File: src/rtl/nb_reg_pkg.sv
// Shared types for the activate-to-dense return-path register.
// Holds the index width, the tag typedefs and the packed FIFO entry layout.
package nb_reg_pkg;

  localparam int INDEX_W         = 32;
  localparam int ACT_TYPE_SIZE   = 4;
  localparam int DENSE_TYPE_SIZE = 4;
  localparam int SIZE            = 3;
  localparam int DATA_SIZE       = 16;
  localparam int GRAD_W          = SIZE * DATA_SIZE;

  typedef logic [ACT_TYPE_SIZE-1:0]   act_type_t;
  typedef logic [DENSE_TYPE_SIZE-1:0] dense_type_t;

  typedef struct packed {
    act_type_t          act_type;
    dense_type_t        dense_type;
    logic [GRAD_W-1:0]  grad;
    logic [INDEX_W-1:0] w_layer_index;
    logic [INDEX_W-1:0] w_row_index;
    logic               is_update;
    logic               backprop_cost;
  } bp_entry_t;

  localparam int ENTRY_W = $bits(bp_entry_t);

  // A beat is worth queuing only if it carries an update or a cost gradient.
  function automatic logic carries_payload(input logic is_update, input logic backprop_cost);
    return is_update | backprop_cost;
  endfunction

endpackage

File: src/rtl/reg_fifo_mem.sv
// Register-file storage for the return-path FIFO.
// One synchronous write port, one asynchronous read port; cleared on reset.
module reg_fifo_mem
  import nb_reg_pkg::*;
#(
  parameter int W     = ENTRY_W,
  parameter int DEPTH = 2
) (
  input  logic                     clk,
  input  logic                     rst_n,
  input  logic                     wr_en,
  input  logic [$clog2(DEPTH)-1:0] wr_ptr,
  input  logic [W-1:0]             wr_data,
  input  logic [$clog2(DEPTH)-1:0] rd_ptr,
  output logic [W-1:0]             rd_data
);

  logic [W-1:0] mem [DEPTH];

  // Storage array: zeroed on reset, written at wr_ptr when enabled.
  always_ff @(posedge clk or negedge rst_n) begin
    if (!rst_n) begin
      for (int i = 0; i < DEPTH; i++) begin
        mem[i] <= '0;
      end
    end else if (wr_en) begin
      mem[wr_ptr] <= wr_data;
    end
  end

  assign rd_data = mem[rd_ptr];

endmodule

File: src/rtl/activate_dense_reg.sv
// Return-path stage register: carries backprop results from the activate
// stage to the dense stage through a small valid/ready FIFO so bursts from
// activate survive dense stalling on weight updates.
// Optional build macro ACT_DENSE_REG_STATS_EN adds xfer_count/drop_count.
module activate_dense_reg
  import nb_reg_pkg::*;
#(
  parameter int size            = SIZE,
  parameter int data_size       = DATA_SIZE,
  parameter int depth           = 2,
  parameter int act_type_size   = ACT_TYPE_SIZE,
  parameter int dense_type_size = DENSE_TYPE_SIZE
) (
  input  logic                          clk,
  input  logic                          rst_n,
  input  logic                          flush,
  input  logic                          in_valid,
  output logic                          in_ready,
  input  logic [act_type_size-1:0]      act_type,
  input  logic [dense_type_size-1:0]    dense_type,
  input  logic [data_size*size-1:0]     grad,
  input  logic [INDEX_W-1:0]            w_layer_index,
  input  logic [INDEX_W-1:0]            w_row_index,
  input  logic                          is_update,
  input  logic                          backprop_cost,
  output logic                          out_valid,
  input  logic                          out_ready,
  output logic [act_type_size-1:0]      act_type_out,
  output logic [dense_type_size-1:0]    dense_type_out,
  output logic [data_size*size-1:0]     grad_out,
  output logic [INDEX_W-1:0]            w_layer_index_out,
  output logic [INDEX_W-1:0]            w_row_index_out,
  output logic                          is_update_out,
  output logic                          backprop_cost_out,
  output logic [$clog2(depth+1)-1:0]    count
`ifdef ACT_DENSE_REG_STATS_EN
  ,
  output logic [31:0]                   xfer_count,
  output logic [31:0]                   drop_count
`endif
);

  localparam int PTR_W = $clog2(depth);
  localparam int CNT_W = $clog2(depth + 1);

  logic [PTR_W-1:0] wr_ptr;
  logic [PTR_W-1:0] rd_ptr;
  logic             accept;
  logic             store;
  logic             pop;
  bp_entry_t        wr_entry;
  bp_entry_t        rd_entry;

  // Handshake is decided from registered occupancy only, so neither ready
  // nor valid has a combinational path from the other side.
  assign in_ready  = (count < CNT_W'(depth));
  assign out_valid = (count != '0);
  assign accept    = in_valid & in_ready;
  assign store     = accept & carries_payload(is_update, backprop_cost);
  assign pop       = out_valid & out_ready;

  // Pack the incoming beat into the storage entry layout.
  always_comb begin
    wr_entry               = '0;
    wr_entry.act_type      = act_type;
    wr_entry.dense_type    = dense_type;
    wr_entry.grad          = grad;
    wr_entry.w_layer_index = w_layer_index;
    wr_entry.w_row_index   = w_row_index;
    wr_entry.is_update     = is_update;
    wr_entry.backprop_cost = backprop_cost;
  end

  // A flushed cycle discards its write so the entry never becomes visible.
  reg_fifo_mem #(
    .W     (ENTRY_W),
    .DEPTH (depth)
  ) u_mem (
    .clk     (clk),
    .rst_n   (rst_n),
    .wr_en   (store & ~flush),
    .wr_ptr  (wr_ptr),
    .wr_data (wr_entry),
    .rd_ptr  (rd_ptr),
    .rd_data (rd_entry)
  );

  // Pointer and occupancy tracking; flush wins over any same-cycle traffic.
  always_ff @(posedge clk or negedge rst_n) begin
    if (!rst_n) begin
      wr_ptr <= '0;
      rd_ptr <= '0;
      count  <= '0;
    end else if (flush) begin
      wr_ptr <= '0;
      rd_ptr <= '0;
      count  <= '0;
    end else begin
      if (store) wr_ptr <= wr_ptr + PTR_W'(1);
      if (pop)   rd_ptr <= rd_ptr + PTR_W'(1);
      case ({store, pop})
        2'b10:   count <= count + CNT_W'(1);
        2'b01:   count <= count - CNT_W'(1);
        default: count <= count;
      endcase
    end
  end

  // Head entry fields come straight from storage at rd_ptr.
  always_comb begin
    act_type_out      = rd_entry.act_type;
    dense_type_out    = rd_entry.dense_type;
    grad_out          = rd_entry.grad;
    w_layer_index_out = rd_entry.w_layer_index;
    w_row_index_out   = rd_entry.w_row_index;
    is_update_out     = rd_entry.is_update;
    backprop_cost_out = rd_entry.backprop_cost;
  end

`ifdef ACT_DENSE_REG_STATS_EN
  // Transfer and bubble-drop counters; only rst_n clears them, and traffic
  // discarded by a flush is not counted.
  always_ff @(posedge clk or negedge rst_n) begin
    if (!rst_n) begin
      xfer_count <= '0;
      drop_count <= '0;
    end else if (!flush) begin
      if (pop)              xfer_count <= xfer_count + 32'd1;
      if (accept && !store) drop_count <= drop_count + 32'd1;
    end
  end
`endif

endmodule

File: config.mk
export PLATFORM = sky130hd
export DESIGN_NAME = activate_dense_reg
export DESIGN_NICKNAME = d
export VERILOG_FILES = /design/src/rtl/nb_reg_pkg.sv /design/src/rtl/reg_fifo_mem.sv /design/src/rtl/activate_dense_reg.sv
export SDC_FILE = /design/constraint.sdc
export NUM_CORES = 1
export LEC_CHECK = 0
export CORE_UTILIZATION = 54
export DETAILED_ROUTE_END_ITERATION = 12
export HOLD_SLACK_MARGIN = 0.03
export MAX_ROUTING_LAYER = met4
export PLACE_DENSITY = 0.86
export SYNTH_ARGS = -nofsm -noshare
export SYNTH_HDL_FRONTEND = slang
export SYNTH_SLANG_ARGS = --single-unit
File: constraint.sdc
create_clock -name clk -period 2.5 [get_ports clk]
set_input_delay 0.5 -clock clk [delete_from_list [all_inputs] [get_ports clk]]
set_output_delay 0.5 -clock clk [all_outputs]
set_load 0.05 [all_outputs]
# Yosys cells after proc, flatten, opt, wreduce, memory -nomap -nowiden
# Cells that the tools add are included.
# totals
output_inout_bits	126
ramBits	0
ff_bits	248
elab_cells	40
latch_bits	0
memories	0
input_bits	127
romBits	0
# op_classes
add_sub_neg	4
n_div	0
reduce_logical	5
multipliers	0
n_mux	12
magnitude_cmp	4
bitwise_logic	8
eq_ne	2
shifts	0
# op_table
op	count
$mux 122	4
$bwmux 244	1
$demux 122 s1	1
$reduce_bool 2->1	3
$and 1x1->1	4
$ge 2x2->1 const B	2
$mux 1	4
$not 1->2	2
$pmux 2 s2	1
$reduce_bool 3->1	1
$add 1x1->1 const B	2
$add 2x1->2 const B	1
$eq 2x1->1 const B	1
$eq 2x2->1 const B	1
$lt 2x1->1 const B	1
$lt 2x2->1 const B	1
$mux 2	1
$sub 2x1->2 const B	1
$logic_and 1x1->1	1
$not 1->1	1
$or 1x1->1	1

# Longest topological paths before layout
# Gate-level depths: netlist (run 1).
# depth
depth_word	6
ltp_mapped	5
mapped_depth_nobuf	3

# Modules after synthesis
# From an unflattened synthesis (run 1), not the netlist that was laid out.
# unflattened
cells_unflattened	676
area_unflattened_um2	11162.0
# modules_own_cells
module	n_inst	cells_per_inst	seq_area_each_um2	area_each_um2
reg_fifo_mem	1	653	6105.9	10948.0
activate_dense_reg	1	23	100.1	214.0

# Least setup slack after synthesis (run 1)
# Ideal clock, no wire load.
# synth_path
path_kind	reg2out
start	register count[1]
end	output port out_valid
path_buffers	0
setup_slack_ps	509
t_required_ps	2000
arrival_ps	1491
path_stages_with_launch	3
path_cell_list	dfrtp_1 inv_1 nand2_1
# synth_via
elab_chain_cells	1
# synth_rtl
item	line_no	rtl
start, declared	activate_dense_reg.sv:35	output logic [$clog2(depth+1)-1:0] count
start signal, assigned	activate_dense_reg.sv:102	2'b10: count <= count + CNT_W'(1);
start signal, assigned	activate_dense_reg.sv:103	2'b01: count <= count - CNT_W'(1);
start signal, assigned	activate_dense_reg.sv:104	default: count <= count;
$reduce_bool 2->1	activate_dense_reg.sv:57	assign out_valid = (count != '0);
end, declared	activate_dense_reg.sv:26	output logic out_valid,
# No other way between the ends.

# Worst setup path after layout (run 1)
# Ends and elaborated chain as after synthesis.

==> results.json, run 1 <==
{
  "synth_fp_nets": 801,
  "ant_nets": 0,
  "fin_ws_ns": 0.06618,
  "first_pass_iters": 4,
  "final_core_util_pct": 73.58,
  "grt_pass1_wl_um": 35980,
  "p_leak_nw": 6.230,
  "slew_viol_final": 0,
  "worstMarginPinSlew_ns": 0.5871,
  "initialDrtViolationCount": 196,
  "power_density_nw_per_um2": 1023,
  "fin_setup_tns_ns": 0,
  "grt_pass1_vias": 7028,
  "cts-buffers-inserted": 26,
  "skew_ns": 0.01128,
  "hold_class": "flip-flop to flip-flop",
  "gp_congestion": 0.7327,
  "nets": 1071,
  "die-area_um2": 20420,
  "yosys_warnings": 0,
  "synth.distinct_cells": 23,
  "cts.reportedPaths.clkPinSlew_ns": 0.06,
  "final_cells": 1228,
  "cts_tree": "done",
  "grt_antenna_before_repair": 0,
  "slew-limit-headroom_pct": 60.86,
  "port-buffer-count": 252,
  "die_y_um": 142.9,
  "yosysTopAreaCell": "dfrtp_1",
  "io_pins": 253,
  "final_common_cell": "dfrtp_1",
  "min_period_ns": 2.434,
  "cts.htree.levels": 1,
  "worstPathArrival_ns": 1.93,
  "rsz0062_at_grt": "false",
  "dp_slack_ns": 0.08992,
  "setup.worst_path.start_class": "flip-flop",
  "drc": 0,
  "cp.required_ns": 2.00,
  "vdd_drop_max_mv": 0.7540,
  "final_cell_mix": "dfrtp_1 (247), mux2_2 (206), mux2_1 (160)",
  "cts_setup_buffers": 0,
  "post-route-period-util_pct": 97.35,
  "gr-total-overflow": 0,
  "grt.total_usage_pct": 23.07,
  "grt_start_max_net_pins": 74,
  "totalPowerFinal_w": 0.01465,
  "synthTopCellsByArea": "dfrtp_1 (58%), mux2_2 (22%), mux2_1 (17%)",
  "clock_sinks": 248,
  "drive_gt1_share_pct": 41.74,
  "clkLatencyLatePin_ns": 0.51,
  "fmax_mhz": 410.9,
  "ys_seq_area_share_pct": 57.89,
  "root_buffer": "clkbuf_16",
  "drt-total-wl_um": 22750,
  "setup_viol": 0,
  "drv_cap": 0,
  "synth_seq_cells": 248,
  "area_growth_pct": 33.59,
  "fp.coreArea_um2": 19460,
  "wl_per_cell_um": 18.52,
  "cp_max_fo": 5,
  "hold_violations": 0,
  "placed_cells": 1179,
  "reg2regPathDepth": 5,
  "diodes": 0,
  "synth_area_um2": 10720,
  "avgSynthCellArea_um2": 15.91,
  "whs_path_depth": 1,
  "crit_type": "flip-flop to output port",
  "initial_core_util_pct": 55.08,
  "die_x_um": 142.9,
  "netlist.area_leader.share_pct": 57.89,
  "end_kind": "output port",
  "dp_hpwl_um": 15170,
  "clk_path_buf_depth": 3,
  "vias_per_cell": 5.299,
  "rows": 51,
  "synthCells": 674,
  "routed-via-count": 6507,
  "status": "finished, final reports clean"
}
what timing repair did:
item                                   4_1_cts  5_1_grt
setup endpoints to repair                    0        3
endpoints found under the hold margin       65        0
hold buffers                                 1        0
gates resized for setup                      0        1
area by class of cell:
cell class                      count  area, um2
Multi-Input combinational cell    384       4275
Clock inverter                      7      60.06
Sequential cell                   248       6210
Clock buffer                       40      774.5
Fill cell                        1251       5141
Timing Repair Buffer              282       2663
Inverter                            2      7.507
Tap cell                          265      331.6
synth_stat cells:
cell type	number
dfrtp_1	248
mux2_2	206
mux2_1	160
buf_2	17
buf_4	16
clkbuf_1	7
a21oi_1	2
inv_1	2
o21ai_0	2
a211o_1	1
a21o_1	1
and3b_1	1
nand2_1	1
nand2b_1	1
nand2b_4	1
nand3b_1	1
nor2_1	1
nor2_2	1
nor4_4	1
nor4b_4	1
o211ai_1	1
or3_1	1
xor2_1	1
flip-flops by register name (all words and copies together), names as in the netlist:
signal and cells:
rd_ptr 1, count 2, wr_ptr 1, u_mem.mem 244
critical path, stage by stage, from the launching register on:
cell and delay, ns:
dfrtp_1 0.43, inv_1 0.12, nand2_1 0.08, clkdlybuf4s50_1 0.79
path summary, 6_finish.rpt:
path / startpoint / to / slack [ns]
min reg2reg: u_mem.mem[50]$_DFFE_PN0P_ / u_mem.mem[50]$_DFFE_PN0P_ / 0.48
min in group asynchronous: rst_n / u_mem.mem[56]$_DFFE_PN0P_ / 0.56
max: count[1]$_DFFE_PN0P_ / out_valid / 0.07
min: u_mem.mem[50]$_DFFE_PN0P_ / u_mem.mem[50]$_DFFE_PN0P_ / 0.48
max in group asynchronous: rst_n / u_mem.mem[203]$_DFFE_PN0P_ / 1.25
max reg2reg: count[1]$_DFFE_PN0P_ / u_mem.mem[57]$_DFFE_PN0P_ / 0.67
logic make-up after synthesis:
| logic type | count (synthesis) | synth area share [%] |
|---|---|---|
| AND/OR/NAND/NOR | 10 | 0.9454 |
| XOR/XNOR | 1 | 0.08171 |
| flip-flops | 248 | 57.89 |
| multiplexers | 366 | 38.45 |
| buffers and inverters | 42 | 2.229 |
| AO/OA/AOI/OAI | 7 | 0.4086 |
through the flow:
step / cell area, um2 / hold WS, ns
after floorplan: 10720 / 0.2044
after global placement: 13440 / 0.4613
after detailed placement: 13440 / 0.4684
after CTS: 14290 / 0.4812
after global routing: 14320 / 0.4930
final: 14320 / 0.4772
report_power, final:
group	switching [W]	internal [W]	leakage, nW	total [W]
combinational	0.00310	0.00214	2.83	0.00524
sequential	0.000533	0.00516	2.98	0.00570
clock	0.00149	0.00222	0.416	0.00372
total	0.00513	0.00953	6.23	0.0147
routing by layer:
| layer | part of all wire [%] | vias up | track usage [%] |
|---|---|---|---|
| met5 | 0 | - | - |
| met4 | 2.3 | 0 | 6.621 |
| met3 | 6.9 | 47 | 5.164 |
| met2 | 47 | 205 | 36.48 |
| met1 | 44 | 3285 | 29.87 |
| li1 | - | 2970 | - |
(Power assumes the default switching activity.)
==> inputs of run 2 (changes only) <==
--- a/config.mk
+++ b/config.mk
@@ -6,9 +6,11 @@
 export NUM_CORES = 1
 export LEC_CHECK = 0
-export CORE_UTILIZATION = 54
+export CELL_PAD_IN_SITES_DETAIL_PLACEMENT = 1
+export CELL_PAD_IN_SITES_GLOBAL_PLACEMENT = 1
+export CORE_UTILIZATION = 44
 export DETAILED_ROUTE_END_ITERATION = 12
 export HOLD_SLACK_MARGIN = 0.03
 export MAX_ROUTING_LAYER = met4
-export PLACE_DENSITY = 0.86
+export PLACE_DENSITY_LB_ADDON = 0.1
 export SYNTH_ARGS = -nofsm -noshare
 export SYNTH_HDL_FRONTEND = slang
==> constraint.sdc (replaced) <==
create_clock -name clk -period 2.5 [get_ports clk]
set_input_delay 0.625 -clock clk [delete_from_list [all_inputs] [get_ports clk]]
set_output_delay 0.625 -clock clk [all_outputs]
set_load 0.05 [all_outputs]
==> results.json, run 2 (same netlist as run 1, synthesis figures left out) <==
{
  "status": "finished, final reports clean",
  "placed_cell_area_um2": 13510,
  "reg2regPathDepth": 5,
  "die_x_um": 158.1,
  "reg2reg_to": "u_mem.mem[243]$_DFFE_PN0P_",
  "largest_reg_flops": 244,
  "cp.buffers_inverters": 3,
  "rsz0062_at_grt": "true",
  "grt_antenna_before_repair": 0,
  "slew_viol_final": 0,
  "vias_per_cell": 5.154,
  "ant_nets": 0,
  "clock_sinks": 248,
  "cts-buffers-inserted": 28,
  "grt_pass1_wl_um": 41810,
  "port-buffer-count": 252,
  "drv_cap": 0,
  "final_cell_mix": "dfrtp_1 (247), mux2_2 (206), mux2_1 (160)",
  "crit_chain": "buf_12, clkbuf_16, mux2_2, buf_6",
  "fp.coreArea_um2": 23680,
  "initialDrtViolationCount": 199,
  "routed-via-count": 6633,
  "diodes": 0,
  "drive_gt1_share_pct": 42.67,
  "min_period_ns": 2.485,
  "crit_family": "buffers and inverters",
  "drc": 0,
  "regArea_um2": 6210,
  "r2r_start": "count[1]$_DFFE_PN0P_",
  "clkLatencyLatePin_ns": 0.53,
  "root_buffer": "clkbuf_16",
  "setup.worst_path.start_class": "flip-flop",
  "totalPowerFinal_w": 0.01560,
  "fin_ws_ns": 0.01489,
  "power_density_nw_per_um2": 1042,
  "final_area_um2": 14980,
  "p_leak_nw": 6.481,
  "hold_violations": 0,
  "drt-total-wl_um": 27430,
  "cts.reportedPaths.clkPinSlew_ns": 0.06,
  "fmax_mhz": 402.4,
  "nFillCells": 2184,
  "cts.htree.levels": 1,
  "top_regs": "u_mem.mem: 244 flops, count: 2 flops",
  "hold_class": "primary input to async pin",
  "ff2ff_setup_slack_ns": 0.69,
  "cp.required_ns": 1.88,
  "dp_hpwl_um": 18370,
  "multi_input_area_um2": 4275,
  "cp_max_fo": 16,
  "die-area_um2": 24990,
  "slowest_stage": "dfrtp_4",
  "clk_path_buf_depth": 3,
  "io_pins": 253,
  "grt.total_usage_pct": 22.30,
  "nets": 1079,
  "post-route-period-util_pct": 99.40,
  "initial_core_util_pct": 45.27,
  "rows": 56,
  "crit_type": "flip-flop to output port",
  "grt_start_max_net_pins": 68,
  "cts_tree": "done",
  "gp_congestion": 0.7797,
  "hold_buffers": 0,
  "worstMarginPinSlew_ns": 0.5610,
  "end_kind": "output port",
  "crit_cells": 4,
  "die_y_um": 158.1,
  "gr-total-overflow": 0,
  "slew-limit-headroom_pct": 62.54,
  "dp_slack_ns": 0.009346,
  "top_register": "u_mem.mem",
  "vdd_drop_max_mv": 0.5388,
  "worstPathArrival_ns": 1.86,
  "setup_viol": 0,
  "critPathMaxStageDelay_ns": 0.44,
  "wl_per_cell_um": 21.32,
  "grt_pass1_vias": 7600,
  "area_growth_pct": 39.69,
  "skew_ns": 0.01353,
  "first_pass_iters": 4,
  "final_common_cell": "dfrtp_1"
}
[run 2: routing by layer]
layer	global-route usage [%]	share of wire [%]	vias up
met3	6.570	7.7	40
li1	-	-	2970
met5	-	0	-
met4	5.861	2.0	0
met1	25.59	38	3435
met2	37.99	52	188
[run 2: worst max path at each step]
stage                         startpoint                   endpoint  slack [ns]
floorplan           count[1]$_DFFE_PN0P_                  out_valid        0.38
global placement           backprop_cost  u_mem.mem[59]$_DFFE_PN0P_        0.08
detailed placement         backprop_cost  u_mem.mem[57]$_DFFE_PN0P_       0.009
CTS                   rd_ptr$_DFFE_PN0P_      w_layer_index_out[26]       -0.07
global route          rd_ptr$_DFFE_PN0P_       w_layer_index_out[5]       -0.04
finish                rd_ptr$_DFFE_PN0P_       w_layer_index_out[5]        0.01
[run 2: what timing repair did]
item | 4_1_cts | 5_1_grt
endpoints found under the setup margin | 111 | 110
cloned | 0 | 4
setup buffers | 2 | 2
gates resized for setup | 92 | 7
[run 2: power by group]
part	internal (W)	total [W]	switching, W
Sequential	0.00517	0.00576	0.000591
Combinational	0.00246	0.00572	0.00326
Clock	0.00256	0.00412	0.00156
Total	0.0102	0.0156	0.00542
[run 2: area by class of cell]
| type | count | area share [%] |
|---|---|---|
| clock buffers | 42 | 5.773 |
| clock inverters | 4 | 0.4929 |
| inverters | 2 | 0.05013 |
| multi-input cells | 384 | 28.55 |
| flip-flops and latches | 248 | 41.47 |
| well taps | 319 | 2.665 |
| repair buffers | 288 | 21.00 |
[run 2: through the flow]
step | utilization, % | hold WS, ns | TNS [ns] | std cells
2_1_floorplan | - | 0.3294 | 0 | 674
5_1_grt | 63.23 | 0.06560 | -0.6265 | 1287
3_3_place_gp | 57.04 | 0.4617 | 0 | 1233
3_5_place_dp | 57.04 | 0.4715 | 0 | 1233
6_report | 63.23 | 0.03426 | 0 | 1287
4_1_cts | 62.51 | 0.05274 | -0.9576 | 1281
==> inputs of run 3 (changes only) <==
CORE_UTILIZATION = 45   (was 44)
SYNTH_HIERARCHICAL = 1   (was not set)
==> results.json, run 3 <==
{
  "initial_core_util_pct": 45.90,
  "cp.required_ns": 1.88,
  "power_density_nw_per_um2": 1025,
  "muxShareOfSynthArea_pct": 39.61,
  "port-buffer-count": 252,
  "area_growth_pct": 37.13,
  "hold_class": "primary input to async pin",
  "synth_fp_nets": 803,
  "status": "finished, final reports clean",
  "worstMarginPinSlew_ns": 0.6531,
  "end_kind": "output port",
  "async_flop_share_pct": 100.0,
  "fmax_mhz": 402.6,
  "io_pins": 253,
  "crit_type": "flip-flop to output port",
  "ys_top_cells_by_count": "mux2_2 (286), dfrtp_1 (248), mux2_4 (80)",
  "critPathMaxStageDelay_ns": 0.43,
  "final_core_util_pct": 62.94,
  "post-route-period-util_pct": 99.35,
  "fp.coreArea_um2": 24320,
  "nets": 1094,
  "cp_max_fo": 12,
  "synthTopCellsByArea": "dfrtp_1 (56%), mux2_2 (29%), mux2_4 (11%)",
  "drv_cap": 0,
  "yosys_warnings": 6,
  "vias_per_cell": 5.094,
  "grt_start_max_net_pins": 79,
  "netlist.area_leader.share_pct": 55.60,
  "grt_pass1_wl_um": 45650,
  "synth_edf_count": 0,
  "fin_ws_ns": 0.01618,
  "dp_slack_ns": -0.1055,
  "cts.reportedPaths.clkPinSlew_ns": 0.06,
  "synth_area_um2": 11160,
  "cts.htree.levels": 1,
  "cts-buffers-inserted": 28,
  "drt-total-wl_um": 28840,
  "synth.distinct_cells": 22,
  "synthAdderAreaFrac_pct": 0,
  "p_leak_nw": 6.809,
  "min_period_ns": 2.484,
  "rows": 57,
  "ant_nets": 0,
  "clk_path_buf_depth": 3,
  "largest_reg_flops": 244,
  "cp.buffers_inverters": 3,
  "hold_violations": 0,
  "final_cell_mix": "mux2_2 (285), dfrtp_1 (247), clkdlybuf4s50_1 (127)",
  "placed_cell_area_um2": 13960,
  "die-area_um2": 25440,
  "drive_gt1_share_pct": 59.37,
  "grt_antenna_before_repair": 1,
  "gp_congestion": 0.8164,
  "fin_setup_tns_ns": 0,
  "routed-via-count": 6683,
  "hold_buffers": 0,
  "cts_tree": "done",
  "clkLatencyLatePin_ns": 0.52,
  "initialDrtViolationCount": 179,
  "vdd_drop_max_mv": 0.5975,
  "drc": 0,
  "die_y_um": 159.5,
  "yosys.area_share.simple_pct": 0.5941,
  "slew_viol_final": 0,
  "dp_hpwl_um": 19510,
  "ys_seq_area_share_pct": 55.60,
  "final_common_cell": "mux2_2",
  "slew-limit-headroom_pct": 56.46,
  "skew_ns": 0.008158,
  "first_pass_iters": 4,
  "worstPathArrival_ns": 1.86,
  "synth_top_family_by_area": "multiplexers",
  "root_buffer": "clkbuf_16",
  "synthMostInstantiatedCell": "mux2_2",
  "rsz0062_at_grt": "true",
  "synthFlopType": "dfrtp_1",
  "synth-xor-area-share_pct": 0.07847,
  "die_x_um": 159.5,
  "top_register": "u_mem/mem",
  "setup.worst_path.start_class": "flip-flop",
  "hold_slack_ns": 0.08080,
  "clock_sinks": 248,
  "setup_viol": 0,
  "synth_compound_area_share_pct": 0.3699,
  "wl_per_cell_um": 21.98,
  "grt.total_usage_pct": 23.37,
  "synth_seq_cells": 248,
  "avgSynthCellArea_um2": 16.51,
  "final_area_um2": 15310,
  "top_regs": "u_mem/mem: 244 flops, count: 2 flops",
  "grt_pass1_vias": 7837,
  "gr-total-overflow": 0,
  "synthCells": 676,
  "slowest_stage": "dfrtp_4",
  "crit_family": "buffers and inverters",
  "crit_chain": "buf_12, buf_16, mux2_2, buf_6",
  "yosysTopAreaCell": "dfrtp_1"
}
==> run 3: cell type report <==
| cell class | count | area (um2) |
|---|---|---|
| well taps | 324 | 405.4 |
| flip-flops and latches | 248 | 6210 |
| clock inverters | 4 | 95.09 |
| clock buffers | 46 | 869.6 |
| multi-input cells | 385 | 4557 |
| repair buffers | 302 | 3159 |
| inverters | 2 | 7.507 |
| diodes | 1 | 2.502 |
| fillers | 2203 | 9014 |
==> run 3: power breakdown <==
group	switching (W)	leakage, nW	total, W	internal (W)
Clock	0.00159	0.472	0.00425	0.00266
Combinational	0.00313	3.35	0.00572	0.00259
Sequential	0.000598	2.98	0.00572	0.00512
Total	0.00532	6.81	0.0157	0.0104
==> run 3: cell families (layout without fill, tap and decap cells) <==
group / after synthesis / count (layout)
AOI/OAI and AO/OA: 6 / 6
xor gates and xnor gates: 1 / 1
buffers and inverters: 43 / 354
DFF: 248 / 248
muxes: 366 / 366
other: 0 / 1
and+or+nand+nor: 12 / 12
==> run 3: timing repair <==
item,in CTS,in global routing
buffers inserted,5,0
cloned,0,2
gates resized for setup,15,59
setup endpoints to repair,114,83
==> run 3: routing by layer <==
| metal | track usage [%] | share of wire [%] |
|---|---|---|
| met5 | - | 0 |
| met4 | 5.157 | 1.8 |
| met3 | 4.611 | 4.9 |
| met2 | 39.50 | 53 |
| met1 | 28.97 | 41 |
==> run 3: path summary, 6_finish.rpt <==
kind,from,to,slack (ns),depth (start not counted)
worst min register to register,u_mem/mem[67]$_DFFE_PN0P_,u_mem/mem[67]$_DFFE_PN0P_,0.50,1
min in group clk,u_mem/mem[67]$_DFFE_PN0P_,u_mem/mem[67]$_DFFE_PN0P_,0.50,1
worst max-delay path,rd_ptr$_DFFE_PN0P_,dense_type_out[0],0.02,4
worst max register to register,count[1]$_DFFE_PN0P_,u_mem/mem[157]$_DFFE_PN0P_,0.50,7
worst min-delay path,rst_n,u_mem/mem[171]$_DFFE_PN0P_,0.08,1
max in group asynchronous,rst_n,u_mem/mem[139]$_DFFE_PN0P_,1.67,2
==> run 3: per-stage QoR <==
stage | total power, W | instances
after floorplan | 0.009553 | 676
after global placement | 0.01093 | 1254
after detailed placement | 0.01121 | 1254
after CTS | 0.01560 | 1309
after global routing | 0.01638 | 1312
final | 0.01569 | 1312
==> variant 1 (config.mk and constraints of run 3) <==
Set the package constant `DATA_SIZE` to 32 (it was 16).
--- a/src/rtl/nb_reg_pkg.sv
+++ b/src/rtl/nb_reg_pkg.sv
@@ -7,5 +7,5 @@
   localparam int DENSE_TYPE_SIZE = 4;
   localparam int SIZE            = 3;
-  localparam int DATA_SIZE       = 16;
+  localparam int DATA_SIZE       = 32;
   localparam int GRAD_W          = SIZE * DATA_SIZE;
 
Ports: changed (resized grad and grad_out); port bits go from 253 to 349. The function was not compared with the original's and may differ.
==> variant 1 against run 3 <==
  * The flow now finishes with violations (negative setup slack)
  * Area after synthesis is 33% higher
  * Final area rose by 37%
  * Wire length is 36% higher
  * Global-route usage rose by 0.29 points
  * Total power is 36% higher
  * Sequential cell count is 96 higher
  * Synthesized cell count grew 38%
  * Worst setup slack got worse by 82 ps
  * Final cell count grew 37%
==> variant 1: results <==
metrics = {
    "status": {
        "status": "complete, but fails checks",
        "violations": "negative setup slack",
    },
    "critical_path": {
        "crit_fanout": 5,
        "critPathMaxStageDelay_ps": 530,
        "cp.arrival_ps": 1940,
    },
    "synthesis": {
        "muxShareOfSynthArea_pct": 38.7,
        "yosys.area_share.adder_pct": 0,
        "ys_seq_area_share_pct": 58.0,
        "synth_cell_types": 19,
        "synth_ff_type": "dfrtp_1",
        "synth_area_leaders": "dfrtp_1 (58%), mux2_2 (31%), mux2_1 (7.6%)",
        "synth_common_cells": "mux2_2 (410), dfrtp_1 (344), mux2_1 (100)",
        "syn_nets": 1106,
    },
    "place": {
        "port_buffers": 348,
        "dp_slack_ps": -120,
        "dp_hpwl_mm": 24.8,
        "place_area_um2": 18700,
    },
    "global_route": {
        "grt_pass1_vias": 10500,
        "grt_max_degree": 69,
        "antenna_found_initial": 7,
    },
    "worst_hold_path": {
        "hp-class": "reg2reg",
    },
    "sta": {
        "setup_viol": 51,
        "worst_slack_ps": -66.2,
        "max_slew_margin_pct": 66.9,
    },
    "detailed_routing": {
        "drt-initial-drc-count": 252,
        "m1WireLength_mm": 15.8,
        "drt-wirelength-per-cell_um": 21.8,
        "drt-vias-per-instance": 5.16,
        "wl_met2_mm": 19.6,
    },
    "clock_network": {
        "cts_setup_buffers": 6,
        "cts_max_level": 2,
        "cts_buffers": 38,
    },
    "cells_and_area": {
        "n_fill_cell": 3011,
        "top_regs": "u_mem/mem (340), count (2)",
        "nets": 1493,
    },
    "power_and_ir_drop": {
        "pwr-share-clk_pct": 25.8,
        "ir_drop_mv": 0.707,
        "leakagePower_nw": 9.14,
    },
}
==> variant 1: changes by cell type after synthesis <==
cell / before / now
mux2_4: 80 / 0
buf_4: 8 / 10
buf_12: 8 / 0
dfrtp_1: 248 / 344
buf_8: 1 / 0
mux2_2: 286 / 410
mux2_1: 0 / 100
buf_6: 9 / 11
buf_2: 14 / 35
clkbuf_1: 1 / 0
==> variant 1: routing by layer <==
layer / GRT usage (%) / vias up
met3: 6.89 / 66
met4: 6.20 / 0
met5: - / -
met2: 38.9 / 252
li1: - / 4143
met1: 28.4 / 4780
==> variant 1: path summary, 6_finish.rpt <==
check	to	slack, ps	depth (start not counted)
max	grad_out[12]	-70	5
min	u_mem/mem[311]	480	1
max reg2reg	u_mem/mem[308]	520	6
min reg2reg	u_mem/mem[311]	480	1
max in group asynchronous	u_mem/mem[239]	1100	4
min in group asynchronous	u_mem/mem[46]	600	2
==> variant 1: cell families (layout without fill, tap and decap cells) <==
family,Yosys count,count (layout)
compound gates,6,6
xor+xnor,1,1
buf+inv,58,470
flops,344,344
mux,510,510
other cells,0,7
simple gates,12,12
==> variant 1: layout make-up <==
class                           count  share of cell area [%]
Inverter                            2                  0.0359
Clock inverter                      5                   0.239
Tap cell                          442                    2.64
Multi-Input combinational cell    529                    28.6
Clock buffer                       60                    5.63
Sequential cell                   344                    41.2
Antenna cell                        7                  0.0837
Timing Repair Buffer              403                    21.6
==> variant 1: through the flow <==
step,total power [W],setup TNS (ps),std cells,util [%]
after floorplan,0.0129,0,931,-
after global placement,0.0148,-7670,1706,57.3
after detailed placement,0.0151,-13080,1706,57.3
after CTS,0.0212,-3140,1779,63.0
after global routing,0.0222,-6150,1792,64.3
final,0.0213,-980,1792,64.3
==> variant 2 (settings of run 3) <==
Without the edit above. Put one more register stage on the output `count`, cleared by the reset. The value now appears one clock later. The other outputs are not delayed to match.
--- a/src/rtl/activate_dense_reg.sv
+++ b/src/rtl/activate_dense_reg.sv
@@ -44,4 +44,6 @@
   localparam int CNT_W = $clog2(depth + 1);
 
+  logic [$clog2(depth+1)-1:0] count_s0;
+
   logic [PTR_W-1:0] wr_ptr;
   logic [PTR_W-1:0] rd_ptr;
@@ -54,6 +56,6 @@
   // Handshake is decided from registered occupancy only, so neither ready
   // nor valid has a combinational path from the other side.
-  assign in_ready  = (count < CNT_W'(depth));
-  assign out_valid = (count != '0);
+  assign in_ready  = (count_s0 < CNT_W'(depth));
+  assign out_valid = (count_s0 != '0);
   assign accept    = in_valid & in_ready;
   assign store     = accept & carries_payload(is_update, backprop_cost);
@@ -91,16 +93,16 @@
       wr_ptr <= '0;
       rd_ptr <= '0;
-      count  <= '0;
+      count_s0 <= '0;
     end else if (flush) begin
       wr_ptr <= '0;
       rd_ptr <= '0;
-      count  <= '0;
+      count_s0 <= '0;
     end else begin
       if (store) wr_ptr <= wr_ptr + PTR_W'(1);
       if (pop)   rd_ptr <= rd_ptr + PTR_W'(1);
       case ({store, pop})
-        2'b10:   count <= count + CNT_W'(1);
-        2'b01:   count <= count - CNT_W'(1);
-        default: count <= count;
+        2'b10:   count_s0 <= count_s0 + CNT_W'(1);
+        2'b01:   count_s0 <= count_s0 - CNT_W'(1);
+        default: count_s0 <= count_s0;
       endcase
     end
@@ -132,4 +134,12 @@
 `endif
 
+  always_ff @(posedge clk or negedge rst_n) begin
+    if (!rst_n) begin
+      count <= '0;
+    end else begin
+      count <= count_s0;
+    end
+  end
+
 endmodule
 
Function: changed (Yosys sat finds a counterexample within 4 cycles, from zero or initial values and one cycle with rst_n low).
==> variant 2 against run 3 <==
  * The flow now finishes with violations (negative setup slack)
  * Sequential cell count increased by 2
  * Synthesized cell count rose by 0.30%
  * Final area up 0.78%
  * Worst setup slack worse by 20 ps
  * Global-route usage up 0.19 points
  * Total power grew 2.0%
  * Sequential power increased by 2%
  * First-iteration DRC count grew 17%
  * Sequential share of layout area about the same
  * Clock skew shrank 1.3 ps
  * Final cell count hardly changed
  * Wire length shrank 0.20%
  * Area after synthesis is 0.49% higher
  * Critical endpoint is now w_layer_index_out[6]
==> variant 2: results <==
metrics = {
    "synthesis": {
        "syn_nets": 805,
        "synth_common_cells": "mux2_2 (286), dfrtp_1 (250), mux2_4 (80)",
        "synth_area_leaders": "dfrtp_1 (56%), mux2_2 (29%), mux2_4 (11%)",
        "ys_seq_area_share_pct": 55.8,
        "synth_cell_types": 24,
    },
    "critical_path": {
        "cp.arrival_ps": 1880,
        "crit_fanout": 18,
        "r2r_end": "u_mem/mem[222]",
        "critPathMaxStageDelay_ps": 460,
        "reg2reg_setup_slack_ps": 470,
    },
    "power_and_ir_drop": {
        "leakagePower_nw": 6.86,
        "ir_drop_mv": 0.536,
        "power_density_nw_per_um2": 1040,
    },
    "global_route": {
        "grt_pass1_wl_mm": 46.1,
        "antenna_found_initial": 0,
        "grt_max_degree": 62,
        "grt_pass1_vias": 8112,
    },
    "cells_and_area": {
        "top_regs": "u_mem/mem (244), count (2), count_s0 (2)",
        "n_antenna_cell": 0,
        "drive_gt1_share_pct": 59.0,
    },
    "place": {
        "gp_congestion": 0.844,
        "dp_slack_ps": -99.6,
        "place_area_um2": 14000,
        "dp_hpwl_mm": 19.5,
    },
    "clock_network": {
        "cts_buffers": 29,
        "clockBufferDepth": 3,
    },
    "worst_hold_path": {
        "hp-class": "reg2reg",
    },
    "status": {
        "violations": "negative setup slack",
        "status": "complete, but fails checks",
    },
    "detailed_routing": {
        "drt-initial-drc-count": 209,
        "drt-vias-per-instance": 5.14,
        "drt-wirelength-per-cell_um": 21.9,
    },
    "sta": {
        "clock_skew_ps": 6.81,
        "finalSetupTns_ps": -18.8,
        "worst_pin_slew_ps": 512,
        "worst_slack_ps": -3.96,
        "setup_viol": 6,
    },
}
variant 2: cell count changes after synthesis, sizes merged:
cell,before,now
o211a,0,1
a211oi,0,1
o221a,1,0
dfrtp,248,250
nand2,3,2
nor3,3,2
nand3b,0,1
variant 2: stage by stage:
stage               instances  hold WS (ps)
finish                   1313           468
global route             1313           483
CTS                      1306           467
detailed placement       1251           465
global placement         1251           430
floorplan                 678           329
variant 2: worst max-delay path by stage:
stage                              from  depth (start not counted)  slack (ps)                     to
after global placement         in_valid                          8         -50         u_mem/mem[166]
after global routing             rd_ptr                          4         -50   w_layer_index_out[8]
final                            rd_ptr                          4          -4   w_layer_index_out[6]
after CTS                        rd_ptr                          3         -80  w_layer_index_out[17]
after floorplan                  rd_ptr                          4         550      dense_type_out[0]
after detailed placement  backprop_cost                          8        -100         u_mem/mem[222]
variant 2: layout make-up:
class	instances	share of cell area, %
flip-flops and latches	250	40.6
well taps	324	2.63
clock buffers	44	5.46
multi-input cells	385	29.6
clock inverters	9	0.454
inverters	2	0.0487
repair buffers	299	21.3
variant 2: logic make-up (layout without fill, tap and decap cells):
kind of cell           after synthesis  after routing  synth area share [%]
buffers and inverters               43            354                  3.73
flip-flops                         250            250                  55.8
AO/OA/AOI/OAI                        7              7                 0.424
multiplexers                       366            366                  39.4
XOR/XNOR                             1              1                0.0781
AND/OR/NAND/NOR                     11             11                 0.580
variant 2: repair_timing:
action | CTS | global route
resized for setup | 94 | 7
hold buffers | 1 | 0
cloned | 0 | 4
endpoints found under the setup margin | 109 | 122
endpoints found under the hold margin | 44 | 0
setup buffers | 1 | 3
variant 2: report_power, final:
| group | switching, W | internal [W] |
|---|---|---|
| combinational | 0.00332 | 0.00282 |
| clock | 0.00163 | 0.00241 |
| sequential | 0.000623 | 0.00520 |
variant 2: critical path, delay by kind of cell (launching register included):
kind,cells,cell delay [ps]
buffers and inverters,3,530
DFF,1,460
muxes,1,360
variant 2: layer usage:
| layer | wire length, um | GRT usage [%] |
|---|---|---|
| met1 | 11700 | 28.4 |
| met2 | 14600 | 39.7 |
| met3 | 1540 | 5.09 |
| met4 | 867 | 6.84 |
| met5 | 0 | - |
